===== config.mk =====
export PLATFORM = sky130hd
export DESIGN_NAME = cache_refill_engine
export DESIGN_NICKNAME = d
export VERILOG_FILES = /design/src/rtl/cache_refill_engine.sv
export SDC_FILE = /design/constraint.sdc
export NUM_CORES = 1
export LEC_CHECK = 0
export CORE_AREA = 2 2 278 280
export CTS_BUF_LIST = sky130_fd_sc_hd__clkbuf_2 sky130_fd_sc_hd__clkbuf_4 sky130_fd_sc_hd__clkbuf_8
export DETAILED_ROUTE_END_ITERATION = 16
export DIE_AREA = 0 0 280 282
export PLACE_DENSITY = 0.52
export SETUP_SLACK_MARGIN = 0.5
export SLEW_MARGIN = 20
export SYNTH_ARGS = -nofsm -noshare
export SYNTH_HDL_FRONTEND = slang
export SYNTH_SLANG_ARGS = --single-unit

===== constraint.sdc =====
create_clock -name clk -period 2.8 [get_ports clk]
set_input_delay 0.56 -clock clk [delete_from_list [all_inputs] [get_ports clk]]
set_output_delay 0.56 -clock clk [all_outputs]
set_load 0.01 [all_outputs]

===== src/rtl/cache_refill_engine.sv =====
// Line refill engine between the data-cache miss path and main memory.
// Optional victim write-back before the refill is built when WRITE_BACK_EN is defined.
module cache_refill_engine #(
    parameter int OFFSET = 3,
    parameter int LINE_W = 32 * (2 ** OFFSET)
) (
    input  logic              clk,
    input  logic              reset,
    input  logic              miss_valid,
    output logic              miss_ready,
    input  logic [31:0]       miss_addr,
    input  logic              victim_dirty,
    input  logic [31:0]       victim_addr,
    input  logic [LINE_W-1:0] victim_line,
    output logic              fill_valid,
    output logic [31:0]       fill_addr,
    output logic [LINE_W-1:0] fill_line,
    input  logic              fill_ack,
    output logic              busy,
    output logic              mem_req,
    output logic              mem_we,
    output logic [31:0]       mem_addr,
    output logic [31:0]       mem_wdata,
    input  logic              mem_ready,
    input  logic [31:0]       mem_rdata
);

    localparam int              WORDS     = 2 ** OFFSET;
    localparam logic [OFFSET-1:0] LAST    = OFFSET'(WORDS - 1);
    localparam logic [31:0]     LINE_MASK = ~((32'd1 << (OFFSET + 2)) - 32'd1);

    typedef enum logic [1:0] {IDLE, WB, RD, FILL} state_t;

    state_t              state_q, state_d;
    logic [OFFSET-1:0]   k_q, k_d;
    logic [31:0]         base_q, base_d;
    logic [LINE_W-1:0]   line_q, line_d;
    logic                miss_ready_q, miss_ready_d;
    logic                busy_q, busy_d;
    logic                fill_valid_q, fill_valid_d;
    logic                mem_req_q, mem_req_d;
    logic [31:0]         mem_addr_q, mem_addr_d;
    logic                accept;
    logic [OFFSET-1:0]   k_next;

`ifdef WRITE_BACK_EN
    logic                mem_we_q, mem_we_d;
    logic [31:0]         mem_wdata_q, mem_wdata_d;
    logic [31:0]         vbase_q, vbase_d;
    logic [LINE_W-1:0]   vline_q, vline_d;
`else
    logic                unused_victim;
    assign unused_victim = ^{victim_dirty, victim_addr, victim_line};
`endif

    // Base is line-aligned, so OR-ing in the word offset never carries.
    function automatic logic [31:0] wordAddr(input logic [31:0] b, input logic [OFFSET-1:0] k);
        return b | (32'(k) << 2);
    endfunction

    assign accept = miss_valid && miss_ready_q;
    assign k_next = k_q + 1'b1;

    always_ff @(posedge clk or negedge reset) begin
        if (!reset) begin
            state_q      <= IDLE;
            k_q          <= '0;
            base_q       <= '0;
            line_q       <= '0;
            miss_ready_q <= 1'b0;
            busy_q       <= 1'b0;
            fill_valid_q <= 1'b0;
            mem_req_q    <= 1'b0;
            mem_addr_q   <= '0;
`ifdef WRITE_BACK_EN
            mem_we_q     <= 1'b0;
            mem_wdata_q  <= '0;
            vbase_q      <= '0;
            vline_q      <= '0;
`endif
        end else begin
            state_q      <= state_d;
            k_q          <= k_d;
            base_q       <= base_d;
            line_q       <= line_d;
            miss_ready_q <= miss_ready_d;
            busy_q       <= busy_d;
            fill_valid_q <= fill_valid_d;
            mem_req_q    <= mem_req_d;
            mem_addr_q   <= mem_addr_d;
`ifdef WRITE_BACK_EN
            mem_we_q     <= mem_we_d;
            mem_wdata_q  <= mem_wdata_d;
            vbase_q      <= vbase_d;
            vline_q      <= vline_d;
`endif
        end
    end

    always_comb begin
        state_d = state_q;
        case (state_q)
            IDLE: begin
                if (accept) begin
`ifdef WRITE_BACK_EN
                    state_d = victim_dirty ? WB : RD;
`else
                    state_d = RD;
`endif
                end
            end
`ifdef WRITE_BACK_EN
            WB:   if (mem_ready && k_q == LAST) state_d = RD;
`endif
            RD:   if (mem_ready && k_q == LAST) state_d = FILL;
            FILL: if (fill_ack) state_d = IDLE;
            default: state_d = IDLE;
        endcase
    end

    // Registered outputs and datapath are computed one cycle ahead from the next state.
    always_comb begin
        k_d          = k_q;
        base_d       = base_q;
        line_d       = line_q;
        fill_valid_d = fill_valid_q;
        mem_req_d    = mem_req_q;
        mem_addr_d   = mem_addr_q;
`ifdef WRITE_BACK_EN
        mem_we_d     = mem_we_q;
        mem_wdata_d  = mem_wdata_q;
        vbase_d      = vbase_q;
        vline_d      = vline_q;
`endif
        case (state_q)
            IDLE: begin
                if (accept) begin
                    base_d     = miss_addr & LINE_MASK;
                    k_d        = '0;
                    mem_req_d  = 1'b1;
                    mem_addr_d = miss_addr & LINE_MASK;
`ifdef WRITE_BACK_EN
                    vbase_d     = victim_addr & LINE_MASK;
                    vline_d     = victim_line;
                    mem_we_d    = 1'b0;
                    mem_wdata_d = '0;
                    if (victim_dirty) begin
                        mem_we_d    = 1'b1;
                        mem_addr_d  = victim_addr & LINE_MASK;
                        mem_wdata_d = victim_line[31:0];
                    end
`endif
                end
            end
`ifdef WRITE_BACK_EN
            WB: begin
                if (mem_ready) begin
                    if (k_q == LAST) begin
                        k_d         = '0;
                        mem_we_d    = 1'b0;
                        mem_wdata_d = '0;
                        mem_addr_d  = base_q;
                    end else begin
                        k_d         = k_next;
                        mem_addr_d  = wordAddr(vbase_q, k_next);
                        mem_wdata_d = vline_q[32*int'(k_next) +: 32];
                    end
                end
            end
`endif
            RD: begin
                if (mem_ready) begin
                    line_d[32*int'(k_q) +: 32] = mem_rdata;
                    if (k_q == LAST) begin
                        k_d          = '0;
                        mem_req_d    = 1'b0;
                        mem_addr_d   = '0;
                        fill_valid_d = 1'b1;
                    end else begin
                        k_d        = k_next;
                        mem_addr_d = wordAddr(base_q, k_next);
                    end
                end
            end
            FILL: if (fill_ack) fill_valid_d = 1'b0;
            default: ;
        endcase
        miss_ready_d = (state_d == IDLE);
        busy_d       = (state_d != IDLE);
    end

    assign miss_ready = miss_ready_q;
    assign busy       = busy_q;
    assign fill_valid = fill_valid_q;
    assign fill_addr  = base_q;
    assign fill_line  = line_q;
    assign mem_req    = mem_req_q;
    assign mem_addr   = mem_addr_q;
`ifdef WRITE_BACK_EN
    assign mem_we     = mem_we_q;
    assign mem_wdata  = mem_wdata_q;
`else
    assign mem_we     = 1'b0;
    assign mem_wdata  = '0;
`endif

endmodule


Yosys cells after proc, flatten, opt, wreduce, memory -nomap -nowiden
Cells that the tools add are included.
{ "word_totals": {"inputBits": 358, "ff_bits": 324, "elab_cells": 54} }
{ "op_classes": {"n_eq_ne": 7, "n_addsub": 2, "bitwise": 1, "n_shift": 2, "mux": 21, "n_reduce_logical": 12} }
{ "ops": {"columns": ["operator", "count"], "rows": [
  ["$bwmux W256", 1],
  ["$shift A32 B33 Y256 const A", 1],
  ["$shiftx A32 B33 Y256", 1],
  ["$mux W32", 3],
  ["$pmux W32 S2", 1],
  ["$neg A8 Y33", 1],
  ["$or A32 B5 Y32", 1],
  ["$mux W3", 3],
  ["$ne A2 B2 Y1 const B", 4],
  ["$reduce_and A4 Y1", 2],
  ["$mux W1", 6],
  ["$mux W2", 3],
  ["$pmux W2 S3", 1],
  ["$pmux W3 S2", 1],
  ["$reduce_bool A2 Y1", 3],
  ["$eq A2 B2 Y1 const B", 2],
  ["$logic_not A2 Y1", 2],
  ["$pmux W1 S2", 2],
  ["$reduce_and A2 Y1", 2],
  ["$add A3 B1 Y3 const B", 1],
  ["$eq A3 B3 Y1 const B", 1],
  ["$reduce_and A3 Y1", 1],
  ["$logic_and A1 B1 Y1", 2]
]} }

Depth between registers and ports, before layout
Gate-level depths: netlist of the first run.
{ "logic_depth": {"depth_word": 5, "ltp_mapped": 10} }

Worst setup path after synthesis of the first run
No wires, ideal clock.
{ "synth_path": {"path_type": "register to register", "start": "reg k_q[0]", "end": "reg line_q[42] (netlist: fill_line[42])", "stages_incl_launch_ff": 9, "path_buffers": 2, "path_slack_ns": 0.412, "t_arrival_ns": 2.263, "synth_period_minus_slack_ns": 2.388, "cell_sequence": "dfrtp_1 -> inv_2 -> ha_1 -> ha_1 -> buf_2 -> nand3b_1 -> nor2_2 -> buf_6 -> mux2_2"} }
{ "synth_via": {"elab_chain_len": 3, "elab_cells_between_ends": 4, "classes_between": "1 x add/sub; 2 x shift; 1 x mux"} }
{ "synth_rtl": {"columns": ["item", "line_no", "source"], "rows": [
  ["from (decl)", "35", "logic [OFFSET-1:0] k_q, k_d;"],
  ["from (signal assigned)", "83", "k_q <= k_d;"],
  ["$neg A8 Y33 *", "173", "line_d[32*int'(k_q) +: 32] = mem_rdata;"],
  ["$shiftx A32 B33 Y256 / $shift A32 B33 Y256 (equally long branches)", "173", null],
  ["$bwmux W256 *", "173", null],
  ["to (signal assigned)", "85", "line_q <= line_d;"],
  ["to (decl)", "37", "logic [LINE_W-1:0] line_q, line_d;"]
]} }
Mark *: on every way between the ends. The rest lies on a longest branch, timed or not.
A chain may end at the register's enable or synchronous reset.

Final worst setup path of the first run
Same ends and word-level chain as after synthesis.

==> results of run 1 <==
[worst max path at each step]
stage	end	from
after floorplan	fill_line[10]	k_q[0]
after global placement	fill_line[117]	mem_ready
after detailed placement	fill_line[116]	mem_ready
after CTS	fill_line[115]	k_q[0]
after global routing	fill_line[53]	k_q[1]
final	fill_line[42]	k_q[0]
[area by class of cell]
| cell class | instances | share of cell area |
|---|---|---|
| clock inverter | 14 | 0.00769 |
| antenna | 1 | 0.000118 |
| multi-input combinational | 576 | 0.239 |
| inverter | 116 | 0.0207 |
| tap | 978 | 0.0578 |
| clock buffer | 95 | 0.0568 |
| sequential | 319 | 0.377 |
| timing repair buffer | 469 | 0.240 |
[layer usage]
layer	track usage	vias to the layer above	wire length (um)
met3	0.0441	67	4030
met5	0	-	0
met4	0.0352	0	1100
met1	0.163	5084	22900
met2	0.205	342	25100
li1	-	4505	-
[Yosys cell counts, types with 3 or more instances]
cell	count
ha_1	4
nor2b_1	34
dfrtp_1	319
buf_2	28
o21ai_0	34
nor4bb_1	28
inv_1	115
mux2_2	174
buf_4	44
o31ai_1	4
mux2_4	22
mux2i_1	85
and3b_1	3
clkbuf_1	32
nand4_1	27
buf_6	5
a21oi_1	29
nand2_1	65
[state kept, by name, indices dropped and copies added, names as in the netlist]
| register | count |
|---|---|
| busy | 1 |
| fill_addr | 27 |
| fill_line | 256 |
| fill_valid | 1 |
| k_q | 2 |
| mem_addr | 28 |
| mem_req | 1 |
| miss_ready | 1 |
| state_q | 2 |
[cells by family (layout without fill, tap and decap cells)]
group	Yosys count	in the layout	share of synthesized area
flip-flops	319	319	0.581
multiplexers	282	282	0.229
buffers and inverters	226	694	0.0790
AND/OR/NAND/NOR	182	182	0.0815
AO/OA/AOI/OAI	68	68	0.0256
adder cells (fa/ha/maj)	4	4	0.00364
other	1	41	0.000273
[stage by stage]
stage	util	setup WS [ps]	std cells	hold slack, ps
5_1_grt	0.279	392	2568	491
4_1_cts	0.274	376	2552	447
2_1_floorplan	-	538	1121	264
3_3_place_gp	0.250	198	2419	483
6_report	0.279	441	2568	497
3_5_place_dp	0.250	180	2419	491
[critical path, delay by kind of cell, from the launching register on]
family,cells,cell delay [ps]
flip-flops,1,380
buffers and inverters,7,840
adder cells (fa/ha/maj),2,420
multiplexers,1,330
AND/OR/NAND/NOR,2,250
[where the power goes]
part	switching [mW]	internal (mW)
sequential	1.22	6.70
combinational	5.49	6.80
clock	2.14	2.99
[what timing repair did]
item / CTS / global route
hold endpoints to repair: 62 / 0
cloned: 6 / 6
setup endpoints to repair: 230 / 210
hold buffers: 1 / 0
pin swaps: 2 / 3
setup buffers: 17 / 9
resized for setup: 30 / 51
==> out/qor.yml, run 1 <==
finish:
  nFillCells: 7711
  final_common_cell: "clkdlybuf4s50_1"
  drive_gt1_frac: 0.263
  multi_input_area_mm2: 0.00506
  syn_to_final_growth_pct: 53.9
  final_nets: 1905
  seq_area_mm2: 0.00798
  layout_common_cells: "clkdlybuf4s50_1 (370), dfrtp_1 (318), mux2_2 (141)"
  fin_area_mm2: 0.0212
worst_setup_path:
  start_kind: "flip-flop"
  critical_path_arrival_ps: 2890
  r2r_slack_ps: 440
  r2r_cells: 12
  required_ps: 3330
  end_kind: "flip-flop"
  slowest_stage: "dfrtp_2"
  slowest_delay_ps: 380
  crit_type: "reg -> reg"
  r2r_end: "fill_line[42]"
  r2r-start: "k_q[0]"
  crit_chain: "inv_4, ha_4, ha_4, nand4b_1, buf_4, buf_6, buf_6, nor2_4, buf_12, buf_12, clkbuf_16, mux2_2"
  cp_max_fo: 6
yosys:
  seq_area_frac_synth: 0.581
  ys_ff_latch: 319
  synth_top_cells_by_area: "dfrtp_1 (58%), mux2_2 (14%), mux2i_1 (6.2%)"
  synth_edf_count: 0
  ys_async_sr_fraction: 1.00
  yosys.cell_types.count: 39
  synth_flop_cell: "dfrtp_1"
  syn_avg_cell_area_um2: 12.7
  synth_area_leader_cell: "dfrtp_1"
  synth_cells: 1082
  synth_warnings: 0
  synth_top_area_frac: 0.581
  syn_area_mm2: 0.0137
sta:
  max_freq_ghz: 0.424
  worst_pin_slew_ps: 693
  layout_min_cycle_time_ps: 2360
  setup_viol: 0
  period_share: 0.843
  drv_slew: 0
  finClkSkew_ps: 18.3
  tns_ps: 0
  hold_violations: 0
  rsz0062_at_grt: "yes"
  relSlewSlack: 0.537
global_routing:
  grt_antenna_before_repair: 3
  grt_remaining_overflow: 0
  grt_pass1_vias: 10600
  grt_start_max_net_pins: 71
  grt_pass1_wl_um: 74100
  grt_use_total: 0.128
power:
  power_density_mw_per_mm2: 1200
  leakage_nw: 9.29
  power.total_mw: 25.3
  ir_worst_vdd_mv: 0.523
drt:
  drc: 0
  drt-total-wl_um: 53100
  antenna_left: 0
  post_drt_wl_per_cell_um: 20.7
  routed_via_density: 3.89
  vias: 9998
  drtIter0Drc: 519
  first_pass_iters: 5
cts:
  clkLatencyLatePin_ps: 640
  cts_tree: "done"
  clk_path_buf_depth: 3
  clk_transition_reported_paths_ps: 60
  cts_buffers: 61
  cts-root-buf: "clkbuf_8"
  htreeDepth: 2
  cts_sinks: 319
floorplan:
  rows: 101
  start_util: 0.182
  dieWidth_um: 280
  fp.dieArea_mm2: 0.0790
  coreArea_mm2: 0.0757
  ios: 715
  die_h_um: 282
outcome:
  status: "complete, no violations"
placed_design:
  portBuffers: 380
  dp_hpwl_um: 34300
  placed_cell_area_mm2: 0.0189
  place.gp.congestion: 0.754
run:
  cap_violations: 0
worst_hold_path:
  min_path_type: "in -> async"
Power figures use the tool's default switching activity.
==> run 2, diff against run 1 <==
==> constraint.sdc (replaced) <==
create_clock -name clk -period 2.2 [get_ports clk]
set_input_delay 0.44 -clock clk [delete_from_list [all_inputs] [get_ports clk]]
set_output_delay 0.44 -clock clk [all_outputs]
set_load 0.01 [all_outputs]
==> run 2 against run 1 <==
Against the previous run:
- the run now ends with setup timing left
- maximum frequency increased by 3.2%
- global-route usage increased by 0.50 points
- first-iteration DRC count decreased by 25%
- register-to-register slack got worse by 530 ps
- sequential share of layout area decreased by 2.3 points
- power increased by 35%
- utilization increased by 1.8 points
- critical path depth decreased by 3
- sequential cell count unchanged
- highest routed layer unchanged
- setup slack got worse by 530 ps
- non-clock buffer count increased by 119
==> out/qor.yml, run 2 (synthesis results as in run 1) <==
outcome:
  violations: "setup timing"
  status: "finished, violations left"
sta:
  max_freq_ghz: 0.437  # +3.2%
  worst_pin_slew_ps: 695  # +2.77 ps
  period_share: 1.04  # +0.197
  layout_min_cycle_time_ps: 2290  # -73.2 ps
  relSlewSlack: 0.535  # -0.00185
  setup_ws_ps: -86.2  # -527 ps
  setup_viol: 88  # +88
  finClkSkew_ps: 30.1  # +11.9 ps
  rsz0062_at_grt: "yes"
  drv_slew: 0  # unchanged
  hold_violations: 0  # unchanged
finish:
  final_util: 0.297  # +0.0179
  final_nets: 2022  # +6.1%
  final_common_cell: "dfrtp_1"
  largest_register_ffs: 256  # unchanged
  layout_common_cells: "dfrtp_1 (318), clkdlybuf4s50_1 (231), mux2_4 (137)"
  num_antenna_cells: 0  # -1
  nFillCells: 7693  # -0.23%
  drive_gt1_frac: 0.414  # +0.151
  syn_to_final_growth_pct: 63.8
global_routing:
  grt_use_total: 0.133  # +0.00501
  grt_remaining_overflow: 0  # unchanged
  grt_antenna_before_repair: 2  # -1
  grt_pass1_wl_um: 76700  # +3.5%
  grt_start_max_net_pins: 59  # -17%
  grt_pass1_vias: 10800  # +2.1%
floorplan:
  dieWidth_um: 280  # unchanged
  die_h_um: 282  # unchanged
  fp.dieArea_mm2: 0.0790  # unchanged
  start_util: 0.182  # unchanged
  ios: 715  # unchanged
  rows: 101  # unchanged
  coreArea_mm2: 0.0757  # unchanged
cts:
  clkLatencyLatePin_ps: 650  # about the same
  cts-root-buf: "clkbuf_8"
  clk_transition_reported_paths_ps: 60  # about the same
  clk_path_buf_depth: 3  # unchanged
  cts_tree: "done"
  cts_sinks: 319  # unchanged
  cts_buffers: 59  # -3.3%
  htreeDepth: 2  # unchanged
drt:
  drtIter0Drc: 391  # -25%
  drt-total-wl_um: 55400  # +4.3%
  drc: 0  # unchanged
  post_drt_wl_per_cell_um: 20.7  # -0.17%
  antenna_left: 0  # unchanged
  vias: 10500  # +4.9%
  first_pass_iters: 4  # -1
  routed_via_density: 3.91  # +0.37%
worst_setup_path:
  crit_type: "reg -> reg"
  required_ps: 2730  # -600 ps
  critical_path_arrival_ps: 2810  # -80 ps
  cp_max_fo: 8  # +2
  end_kind: "flip-flop"
  start_kind: "flip-flop"
power:
  power.total_mw: 34.1  # +35%
  leakage_nw: 10.3  # +11%
  ir_worst_vdd_mv: 0.658  # +26%
  power_density_mw_per_mm2: 1520  # +27%
placed_design:
  portBuffers: 380  # unchanged
  post-place-ws_ps: -238  # -417 ps
  dp_hpwl_um: 35500  # +3.5%
  place.gp.congestion: 0.744  # -1.4%
run:
  cap_violations: 0  # unchanged
worst_hold_path:
  min_path_type: "in -> async"
[run 2: changes by cell type in the layout (fill, tap and decap cells not counted), sizes merged]
| cell | change |
|---|---|
| buf | +203 |
| clkdlybuf4s50 | -139 |
| clkbuf | +61 |
| dlygate4sd2 | -6 |
| bufinv | -2 |
| dlymetal6s2s | -2 |
| clkinv | +1 |
| clkinvlp | -1 |
| diode | -1 |
| inv | +1 |
[run 2: metal layers]
layer	track usage	vias up	routed length, um
li1	-	4741	-
met1	0.170	5325	23900
met2	0.215	341	26000
met3	0.0424	77	4250
met4	0.0369	0	1240
met5	0	-	0
[run 2: final timing paths]
| kind | slack [ps] | start | endpoint | cells past startpoint |
|---|---|---|---|---|
| worst min-delay path | 340 | reset | fill_line[83] | 2 |
| max in group asynchronous | 1060 | reset | fill_line[198] | 3 |
| min in group clk | 430 | miss_addr[6] | fill_addr[6] | 2 |
| worst max register to register | -90 | k_q[0] | fill_line[188] | 9 |
| worst min register to register | 510 | fill_line[240] | fill_line[240] | 1 |
| worst max-delay path | -90 | k_q[0] | fill_line[188] | 9 |
[run 2: through the flow]
stage	std cells	TNS, ps	hold WS (ps)	area (um^2)
after detailed placement	2446	-29650	445	19400
after floorplan	1121	0	144	14300
after CTS	2616	-3560	282	21900
after global placement	2446	-25210	444	19400
after global routing	2683	-18260	324	22500
final	2683	-2750	342	22500
[run 2: cell type report]
cell class | count | area [um^2] | area share
Clock buffer | 93 | 1180 | 0.0524
Clock inverter | 13 | 111 | 0.00495
Inverter | 116 | 435 | 0.0193
Multi-Input combinational cell | 576 | 5500 | 0.244
Sequential cell | 319 | 7980 | 0.355
Tap cell | 978 | 1220 | 0.0544
Timing Repair Buffer | 588 | 6080 | 0.270
[run 2: power by group]
part	internal [mW]	switching [mW]	total, mW	leakage [nW]
Sequential	8.53	1.61	10.1	3.97
Clock	3.52	2.72	6.24	0.680
Combinational	10.1	7.69	17.8	5.70
Total	22.1	12.0	34.1	10.3
[run 2: timing repair]
item                                    in CTS  in global routing
hold endpoints to repair                    43                  0
endpoints found under the setup margin     627                621
gates resized for setup                    291                449
gates cloned                                12                  6
setup buffers                               51                 61
hold buffers                                 1                  0
pin swaps                                    4                  5
[run 2: worst max-delay path, cell delays in order (launching register included)]
cell and delay [ps]:
dfrtp_2 400, inv_2 80, ha_4 140, ha_4 190
and4bb_4 360, buf_6 100, and4b_4 280, buf_12 150
buf_16 150, mux2_4 300
